### src/rtl/fetch_align_buffer.sv
// rtl/fetch_align_buffer.sv - halfword-granular fetch buffer delivering aligned RV32/RVC instructions
module fetch_align_buffer #(
  parameter int DEPTH_HW = 8,
  parameter int PC_W     = 32,
  parameter int CNT_W    = $clog2(DEPTH_HW) + 1
) (
  input  logic             clk,
  input  logic             reset,
  input  logic             flush,
  input  logic             fetch_valid,
  output logic             fetch_ready,
  input  logic [31:0]      fetch_data,
  input  logic [PC_W-1:0]  fetch_pc,
  output logic             inst_valid,
  input  logic             inst_ready,
  output logic [31:0]      inst_out,
  output logic [PC_W-1:0]  inst_pc,
  output logic             inst_is_c,
  output logic [CNT_W-1:0] count
);
  localparam int PTR_W = $clog2(DEPTH_HW);

  logic [15:0]      mem [DEPTH_HW];
  logic [PTR_W-1:0] wr_ptr;
  logic [PTR_W-1:0] rd_ptr;
  logic [PC_W-1:0]  head_pc;
  logic [15:0]      hw0;
  logic [15:0]      hw1;
  logic             push;
  logic             pop;
  logic             push_two;
  logic             pop_two;
  logic [CNT_W-1:0] push_n;
  logic [CNT_W-1:0] pop_n;
  logic [CNT_W-1:0] count_after_pop;

  always_comb begin
    hw0        = mem[rd_ptr];
    hw1        = mem[rd_ptr + PTR_W'(1)];
    inst_is_c  = (count != '0) && (hw0[1:0] != 2'b11);
    // A 32-bit instruction is only presented once both halves are held.
    inst_valid = inst_is_c || (count >= CNT_W'(2));
    inst_out   = 32'h0;
    inst_pc    = '0;
    if (inst_valid) begin
      inst_out = inst_is_c ? {16'h0, hw0} : {hw1, hw0};
      inst_pc  = head_pc;
    end
    fetch_ready     = (count <= CNT_W'(DEPTH_HW - 2));
    push            = fetch_valid && fetch_ready;
    pop             = inst_valid && inst_ready;
    push_two        = !fetch_pc[1];
    pop_two         = !inst_is_c;
    push_n          = push ? (push_two ? CNT_W'(2) : CNT_W'(1)) : '0;
    pop_n           = pop  ? (pop_two  ? CNT_W'(2) : CNT_W'(1)) : '0;
    count_after_pop = count - pop_n;
  end

  always_ff @(posedge clk or negedge reset) begin
    if (!reset) begin
      wr_ptr  <= '0;
      rd_ptr  <= '0;
      count   <= '0;
      head_pc <= '0;
    end else if (flush) begin
      wr_ptr  <= '0;
      rd_ptr  <= '0;
      count   <= '0;
      head_pc <= '0;
    end else begin
      wr_ptr <= wr_ptr + PTR_W'(push_n);
      rd_ptr <= rd_ptr + PTR_W'(pop_n);
      count  <= count_after_pop + push_n;
      // An empty (or just-drained) buffer takes its head PC from the incoming fetch.
      if (push && (count_after_pop == '0)) begin
        head_pc <= fetch_pc;
      end else if (pop) begin
        head_pc <= head_pc + (pop_two ? PC_W'(4) : PC_W'(2));
      end
    end
  end

  always_ff @(posedge clk) begin
    if (push && !flush) begin
      if (push_two) begin
        mem[wr_ptr]              <= fetch_data[15:0];
        mem[wr_ptr + PTR_W'(1)]  <= fetch_data[31:16];
      end else begin
        mem[wr_ptr] <= fetch_data[31:16];
      end
    end
  end

endmodule

### config.mk
export PLATFORM = sky130hd
export DESIGN_NAME = fetch_align_buffer
export DESIGN_NICKNAME = d
export VERILOG_FILES = /design/src/rtl/fetch_align_buffer.sv
export SDC_FILE = /design/constraint.sdc
export NUM_CORES = 1
export LEC_CHECK = 0
export ABC_AREA = 1
export BUFFER_PORTS_ARGS = -buffer_cell sky130_fd_sc_hd__buf_4
export CAP_MARGIN = 20
export CORE_UTILIZATION = 60
export CTS_CLUSTER_DIAMETER = 60
export CTS_CLUSTER_SIZE = 20
export DETAILED_ROUTE_END_ITERATION = 12
export PLACE_DENSITY = 0.82
export REMOVE_ABC_BUFFERS = 1
export SLEW_MARGIN = 40
export SYNTH_ARGS = -nofsm -noshare
export SYNTH_HDL_FRONTEND = slang
export SYNTH_SLANG_ARGS = --single-unit
### constraint.sdc
create_clock -name clk -period 4.2 [get_ports clk]
set_input_delay 0.21 -clock clk [delete_from_list [all_inputs] [get_ports clk]]
set_output_delay 0.21 -clock clk [all_outputs]
set_load 0.02 [all_outputs]
Word-level counts from Yosys, hierarchy flattened --
Memories as Yosys holds them, arrays and structs flattened. Index checks and enable logic that the tools add are counted. W data, S select, Z words.
Word-level totals: bits in registers 42, bits in writable memories 128, input bits 69, output and inout port bits 71, word-level logic and storage cells 47, memories kept 1
Memory list:
- mem | depth 8, width 16, read ports 2, clocked after Yosys merged registers in 0, write ports 2, line 23 | logic [15:0] mem [DEPTH_HW];
Cells by class: add/subtract/negate cells 7, $lt $le $gt $ge 2, equal/unequal tests 1, muxes and demuxes 21, bitwise operators 1, reductions and logical operators 10
Operators with widths (count):
- $mux W32 | 6
- $add A32 B3 Y32 | 1
- $mux W16 | 1
- $mux W3 | 3
- $mux W2 | 4
- $add A3 B1 Y3 const B | 2
- $add A3 B2 Y3 | 2
- $mux W1 | 6
- $logic_and A1 B1 Y1 | 5
- $add A4 B2 Y4 | 1
- $ge A4 B2 Y1 const B | 1
- $le A4 B3 Y1 const B | 1
- $logic_not A4 Y1 | 1
- $mux W4 | 1
- $reduce_bool A4 Y1 | 1
- $sub A4 B2 Y4 | 1
- $reduce_bool A3 Y1 | 1
- $ne A2 B2 Y1 const B | 1
- $logic_not A1 Y1 | 1
- $logic_or A1 B1 Y1 | 1
- $or A1 B1 Y1 | 1

Longest topological paths before layout --
Gate-level depths: netlist of the first run. An unclocked memory read counts as a cell.
word-level depth 11, gate-level depth with buffers 26, depth with buffers taken out 24

Worst setup path before layout of the first run --
Ideal clock, no wire load.
path type register -> register, start register rd_ptr[1], end register head_pc[27], setup time 0.117 ns, data arrival time 3.050 ns, data required time 4.083 ns, setup slack 1.033 ns, stages on the path, launching flop included 26, buffers on the path 2, period minus slack after synthesis 3.167 ns, cells stage by stage dfrtp_1 -> buf_2 -> inv_2 -> nand3_1 -> nand2_1 -> nand2_1 -> nand2_1 -> nand2_2 -> nand2_4 -> buf_2 -> inv_1 -> ha_1 -> inv_1 -> fa_1 -> inv_1 -> nand3_1 -> nor2_1 -> nand2_1 -> inv_1 -> nand2_1 -> nand2_1 -> nand3_1 -> nand2_1 -> inv_1 -> nand2_1 -> nand2_1
Between the ends: cells in the longest elaborated chain, start to end 11, elaborated cells between the ends (all ways) 16, those cells by class add/sub: 2; eq/ne: 1; mux: 6; reduce/logical: 6; memory: 1
RTL lines:
- start: declaration | line 25 | logic [PTR_W-1:0] rd_ptr;
- start signal: assignment | line 72 | rd_ptr <= rd_ptr + PTR_W'(pop_n);
- $mem_v2 Z8 W16 (*)
- $ne A2 B2 Y1 (*) | line 40 | inst_is_c = (count != '0) && (hw0[1:0] != 2'b11);
- $logic_and A1 B1 Y1 (*) | line 40
- named net inst_is_c | line 18 | output logic inst_is_c,
- branches (longest 8 deep; another with $add A32 B3 Y32)
- end signal: assignment | line 76 | head_pc <= fetch_pc;
- end signal: assignment | line 78 | head_pc <= head_pc + (pop_two ? PC_W'(4) : PC_W'(2));
- end: declaration | line 26 | logic [PC_W-1:0] head_pc;
Mark *: on every way through the listed nets, which the timed path passes. The select of a mux whose other input is x is not followed. A chain may end at the register's enable or synchronous reset.

Worst setup path after layout of the first run --
start register rd_ptr[0], end register head_pc[15]
Between the ends: cells in the longest elaborated chain, start to end 11, elaborated cells between the ends (all ways) 16, those cells by class add/sub: 2; eq/ne: 1; mux: 6; reduce/logical: 6; memory: 1
RTL lines (line):
- $mem_v2 Z8 W16 (*)
- $ne A2 B2 Y1 (*) | 40
- $logic_and A1 B1 Y1 (*) | 40
- branches (longest 8 deep; another with $add A32 B3 Y32)
Mark *: on every way between the ends. The select of a mux whose other input is x is not followed.

==> flow_summary.toml, run 1 <==
[power_and_ir_drop]
p_clk_share_pct = 17.0
vdd_drop_max_mv = 0.386
p_leak_nw = 5.44
finalPower_mw = 8.50
swShare_pct = 48.5
p_switching_mw = 4.12
power_density_nw_per_um2 = 634
p_comb_share_pct = 55.8
seqPwrFrac_pct = 27.2
intPower_mw = 4.38

[synth]
synth_flop_cell = "edfxtp_1"
synth_warnings = 0
yosysTopAreaCell = "edfxtp_1"
ys_async_sr_fraction_pct = 24.7
synth.top_cells.by_count = "nand2_1, o21ai_0, nor2_1, edfxtp_1, a21oi_1"
ys_types = 35
seq_area_frac_synth_pct = 42.0
synthCells = 1574
synth_most_common_cell = "nand2_1"
synthTopCellsByArea = "edfxtp_1, nand2_1, dfrtp_1, o21ai_0, a21oi_1"
synth_edf_count = 128
ys_ff_latch = 170
syn-cell-area_um2 = 11700
synth.top_cell.area_share_pct = 33.0
synth_area_per_cell_um2 = 7.40

[critical_path]
cp.required_ns = 4.57
cp_max_fo = 48
r2r.worst_path.cells = 23
worst_ep_arrival_time_ns = 4.32
critPathKind = "flop to flop"
worst_setup_path_end_kind = "flop"
r2r_end = "head_pc[15]"
cp-start-kind = "flop"
rr_startpoint = "rd_ptr[0]"
reg2reg_slack_ns = 0.25

[global_route]
grt_use_total_pct = 35.6
grt_max_degree = 74
antenna_found_initial = 0
grt_pass1_wl_mm = 54.4
grt-ovfl-total = 0
grt_pass1_vias = 10813

[placed_design]
detailed_place_hpwl_mm = 22.0
placed_area_um2 = 12700
dpl_worst_slack_ns = 0.303
portBuffers = 139
finalWeightedCongestion = 0.960

[final_layout]
area_delta_synth_final_pct = 15.0
design_area_um2 = 13400
regArea_um2 = 4900
multi_input_area_um2 = 5830
num_antenna_cells = 0
drive_gt1_share_pct = 15.5
finalNetCount = 1725
fill_cells = 1536

[hold_path]
hold_path_end = "head_pc[0]"
holdPathStages = 3
holdCritStartpoint = "fetch_pc[0]"
hold_path_class = "input pin to flop"

[floorplanning]
ios = 140
rows = 50
coreArea_um2 = 18900
start_util_pct = 61.7
die_w_um = 141
die_area_um2 = 20000
chipHeight_um = 141

[route]
wl_mm = 35.3
via_per_inst = 6.08
antenna_left = 0
avgRoutedWirePerCell_um = 18.4
route.vias.total = 11637
dr.first_iter.drc_count = 1472
remaining_drc_errors = 0
first_pass_iters = 6

[cts]
cts.clk_slew.worst_paths_ns = 0.07
clock-sinks = 170
root_buffer = "clkbuf_16"
cts_made_buffers = 17
h-tree-depth = 4
cts_buffer_depth = 2
tritoncts = "done"
clock_latency_ns = 0.44
post_cts_buffers = 0

[timing]
worst_slew_pin_slew_ns = 0.852
worst_slack_ns = 0.251
setup_viol = 0
finalHoldViolCount = 0
period_share_pct = 94.0
slew_headroom_pct = 43.1
finalMaxSlewViolations = 0
skew_ns = 0.00783
fmax_mhz = 253
grt_setup_unrepaired = "false"
period_minus_slack_ns = 3.95

[outcome]
status = "finished, final reports clean"

[flow_run]
cap_viol_max_count = 0
[how the worst max path moves through the flow]
stage | startpoint | endpoint | slack (ns) | cells past startpoint
final | rd_ptr[0] | head_pc[15] | 0.25 | 23
after global routing | rd_ptr[0] | head_pc[16] | 0.007 | 23
after CTS | rd_ptr[0] | head_pc[15] | 0.26 | 21
after detailed placement | rd_ptr[0] | head_pc[15] | 0.30 | 20
after global placement | rd_ptr[0] | head_pc[14] | 0.51 | 23
after floorplan | count[1] | head_pc[10] | -3.72 | 13
[area by class of cell]
| type | count | area share [%] |
|---|---|---|
| clock inverters | 14 | 0.719 |
| multi-input cells | 1175 | 43.5 |
| flip-flops and latches | 170 | 36.6 |
| repair buffers | 171 | 10.6 |
| inverters | 106 | 2.99 |
| well taps | 260 | 2.43 |
| clock buffers | 18 | 3.20 |
[power by group through the flow]
stage	sequential [mW]	combinational, mW	clock, mW
final	2.31	4.74	1.45
after global routing	2.33	5.14	1.51
after CTS	2.30	4.66	1.44
after detailed placement	2.33	4.63	0
after global placement	2.32	4.49	0
after floorplan	2.34	2.85	0
[flip-flops by register name, summed over array words and instances (netlist names)]
register and cells:
wr_ptr 3, rd_ptr 3, mem 128, head_pc 32, count 4
[stage by stage]
step / hold slack, ns / utilization (%) / TNS (ns) / cells
2_1_floorplan: -0.0856 / - / -188.33 / 1451
3_3_place_gp: 0.232 / 67.1 / 0 / 1875
3_5_place_dp: 0.245 / 67.3 / 0 / 1876
4_1_cts: 0.0408 / 70.2 / 0 / 1909
5_1_grt: 0.0799 / 70.9 / 0 / 1914
6_report: 0.0526 / 70.9 / 0 / 1914
[critical path, cell delays in order, from the launching register on]
cell and delay, ns:
dfrtp_4 0.60, buf_6 0.29, nand2_1 0.10, nand3_1 0.08, nand2_1 0.05, nand2_1 0.06, nand2_1 0.08, nand2_2 0.10
nand2_4 0.14, nor2_1 0.17, ha_1 0.17, inv_1 0.06, fa_1 0.39, inv_1 0.07, nand2_1 0.05, nand2_1 0.11
nor3_1 0.06, nand3_1 0.14, buf_12 0.22, nand2_1 0.13, inv_1 0.14, buf_4 0.36, nand3_1 0.15, nand2_1 0.10
[timing repair]
action | CTS | global route
endpoints found under the setup margin | 0 | 31
hold buffers | 1 | 0
gates resized for setup | 0 | 2
hold endpoints to repair | 42 | 0
[cell usage in the layout, fill, tap and decap left out, types with 2 or more instances in the layout]
| cell type | n |
|---|---|
| clkinv_2 | 5 |
| o21ai_2 | 16 |
| xnor2_1 | 7 |
| xor2_1 | 7 |
| nand2_4 | 5 |
| a21oi_1 | 109 |
| nand3_1 | 78 |
| inv_2 | 5 |
| clkinv_4 | 3 |
| o22ai_2 | 7 |
| o221ai_1 | 28 |
| ha_1 | 10 |
| buf_4 | 162 |
| a32o_1 | 14 |
| fa_1 | 5 |
| nand2_2 | 2 |
| nor3_1 | 15 |
| buf_16 | 5 |
| edfxtp_1 | 128 |
| o21ai_1 | 51 |
| inv_6 | 3 |
| dfrtp_1 | 41 |
| a22oi_1 | 14 |
| o21ai_0 | 174 |
| or2_2 | 4 |
| clkinvlp_4 | 2 |
| nor2_4 | 8 |
| nor2_1 | 129 |
| a21boi_0 | 10 |
| nand2_1 | 466 |
| clkbuf_16 | 18 |
| inv_1 | 100 |
| nor2_2 | 4 |
| nand4_1 | 7 |
| nor4_1 | 2 |
[cell families after synthesis]
logic type / count (synthesis) / share of synthesized area, %
AOI/OAI and AO/OA: 424 / 20.8
xor gates and xnor gates: 14 / 1.05
adders and majority gates: 15 / 1.93
buffers and inverters: 229 / 8.52
DFF: 170 / 42.0
and+or+nand+nor: 722 / 25.7
[per-layer routing]
metal | vias to the layer above | track usage [%] | part of all wire (%)
li1 | 5470 | - | -
met1 | 5349 | 46.9 | 39
met2 | 696 | 57.9 | 47
met3 | 122 | 5.77 | 10
met4 | 0 | 16.4 | 3.4
met5 | - | 0 | 0
(Power assumes the default switching activity.)
==> run 2, diff against run 1 <==
Settings changed: RECOVER_POWER from default to 50.
==> run 2 against run 1 <==
Critical endpoint unchanged. Sequential cell count unchanged. Largest power group unchanged. Hold slack improved by 0.0013 ns. Global-route usage unchanged. The run now ends with max-capacitance violations, max-slew violations left. Wire length increased by 0.27%. Final cell count unchanged. Highest routed layer unchanged.
==> flow_summary.toml, run 2 (same netlist as run 1, synthesis figures left out) <==
[final_layout]
design_area_um2 = 13200
post-route-util_pct = 69.9
finalNetCount = 1725
area_delta_synth_final_pct = 13.4
drive_gt1_share_pct = 12.9
final_cells = 1914
largest_registers = "mem: 128 flops, head_pc: 32 flops, count: 4 flops"
largest_reg_flops = 128
mostFrequentLayoutCells = "nand2_1, o21ai_0, buf_4"
fill_cells = 1595
top_register = "mem"
multi_input_area_um2 = 5700
final_common_cell = "nand2_1"
regArea_um2 = 4900
num_antenna_cells = 0

[power_and_ir_drop]
swShare_pct = 48.6
p_switching_mw = 4.12
p_clk_share_pct = 17.2
p_leak_nw = 5.33
intPower_mw = 4.35
power_density_nw_per_um2 = 641
p_comb_share_pct = 55.5
vdd_drop_max_mv = 0.387
finalPower_mw = 8.47
seqPwrFrac_pct = 27.3

[floorplanning]
rows = 50
start_util_pct = 61.7
die_w_um = 141
die_area_um2 = 20000
ios = 140
chipHeight_um = 141
coreArea_um2 = 18900

[outcome]
violations = "max-capacitance violations, max-slew violations"
status = "complete, but fails checks"

[timing]
grt_setup_unrepaired = "false"
period_minus_slack_ns = 3.92
setup_viol = 0
fmax_mhz = 255
skew_ns = 0.0105
finalMaxSlewViolations = 110
worst_slew_pin_slew_ns = 2.43
period_share_pct = 93.3
finalHoldViolCount = 0
finalSetupTns_ns = 0
fin_hold_ws_ns = 0.0539
worst_slack_ns = 0.282
slew_headroom_pct = -62.1

[flow_run]
cap_viol_max_count = 4

[global_route]
antenna_found_initial = 0
grt_pass1_vias = 10813
grt_pass1_wl_mm = 54.4
grt_use_total_pct = 35.6
grt-ovfl-total = 0
grt_max_degree = 74

[placed_design]
dpl_worst_slack_ns = 0.303
finalWeightedCongestion = 0.960
portBuffers = 139
placed_area_um2 = 12700
post-place-cells = 1876
detailed_place_hpwl_mm = 22.0

[route]
wl_mm = 35.4
remaining_drc_errors = 0
antenna_left = 0
route.vias.total = 11726
via_per_inst = 6.13
dr.first_iter.drc_count = 1392
avgRoutedWirePerCell_um = 18.5
first_pass_iters = 6

[critical_path]
cp-start-kind = "flop"
cp_cell_sequence = "buf_6 -> nand2_1 -> nand3_1 -> nand2_1 -> nand2_1 -> nand2_1 -> nand2_2 -> nand2_4 -> nor2_1 -> ha_1 -> inv_1 -> fa_1 -> inv_1 -> nand2_1 -> nand2_1 -> nor3_1 -> nand3_1 -> buf_12 -> nand2_1 -> inv_1 -> buf_4 -> nand3_1 -> nand2_1"
cpPeakStageDelay_ns = 0.60
worst_setup_path_end_kind = "flop"
worst_ep_arrival_time_ns = 4.29
critPathMostFrequentCell = "nand2_1"
crit_path_top_delay_cell = "dfrtp_4"
critPathKind = "flop to flop"
cp.required_ns = 4.57
cp_max_fo = 48

[cts]
cts_made_buffers = 17
root_buffer = "clkbuf_16"
clock-sinks = 170
cts.clk_slew.worst_paths_ns = 0.07
h-tree-depth = 4
cts_buffer_depth = 2
clock_latency_ns = 0.44
tritoncts = "done"

[hold_path]
hold_path_class = "input pin to flop"
==> run 2: cell types whose count changed in the layout (fill, tap and decap cells not counted), moves of 2 or more <==
cell / change
buf_4: -14
clkbuf_1: +14
inv_1: +2
inv_2: -2
nand2_1: +2
nand2_4: -2
nor2_1: +4
nor2_2: -3
o21ai_0: +23
o21ai_1: -7
o21ai_2: -16
o22ai_1: +5
o22ai_2: -5
==> run 2: cell type report <==
type | count | share of cell area [%]
clock buffers | 18 | 3.25
clock inverters | 14 | 0.729
inverters | 106 | 3.03
multi-input cells | 1175 | 43.1
flip-flops and latches | 170 | 37.1
well taps | 260 | 2.46
repair buffers | 171 | 10.3
==> run 2: what timing repair did <==
item	4_1_cts	5_1_grt
resized for setup	0	2
endpoints found under the setup margin	0	31
hold buffers	1	0
setup buffers	0	0
endpoints found under the hold margin	42	0
==> run 2: critical path: cells and delay by family, from the launching register on <==
| family | cells | cell delay, ns |
|---|---|---|
| adders and majority gates | 2 | 0.55 |
| buffers and inverters | 6 | 1.15 |
| DFF | 1 | 0.60 |
| and+or+nand+nor | 15 | 1.51 |
==> run 2: worst paths after layout <==
check | startpoint | to | depth (start not counted) | slack (ns)
setup / recovery | rd_ptr[0] | head_pc[15] | 23 | 0.28
hold / removal | fetch_pc[0] | head_pc[0] | 3 | 0.05
setup reg to reg | rd_ptr[0] | head_pc[15] | 23 | 0.28
hold reg to reg | head_pc[31] | head_pc[31] | 2 | 0.55
max in group asynchronous | reset | rd_ptr[0] | 2 | 1.42
min in group asynchronous | reset | head_pc[30] | 2 | 1.05
==> run 2: power groups by stage <==
stage          registers, mW  clock network [mW]  logic (mW)
3_5_place_dp            2.33                   0        4.63
5_1_grt                 2.33                1.51        5.09
4_1_cts                 2.30                1.44        4.66
6_report                2.31                1.45        4.70
3_3_place_gp            2.32                   0        4.49
2_1_floorplan           2.34                   0        2.85
==> run 2: layer usage <==
metal  vias to the layer above  part of all wire, %  global-route usage [%]
met2                       780                   47                    57.9
met3                       121                   11                    5.77
met5                         -                    0                       0
met1                      5362                   38                    46.9
li1                       5463                    -                       -
met4                         0                  3.2                    16.4
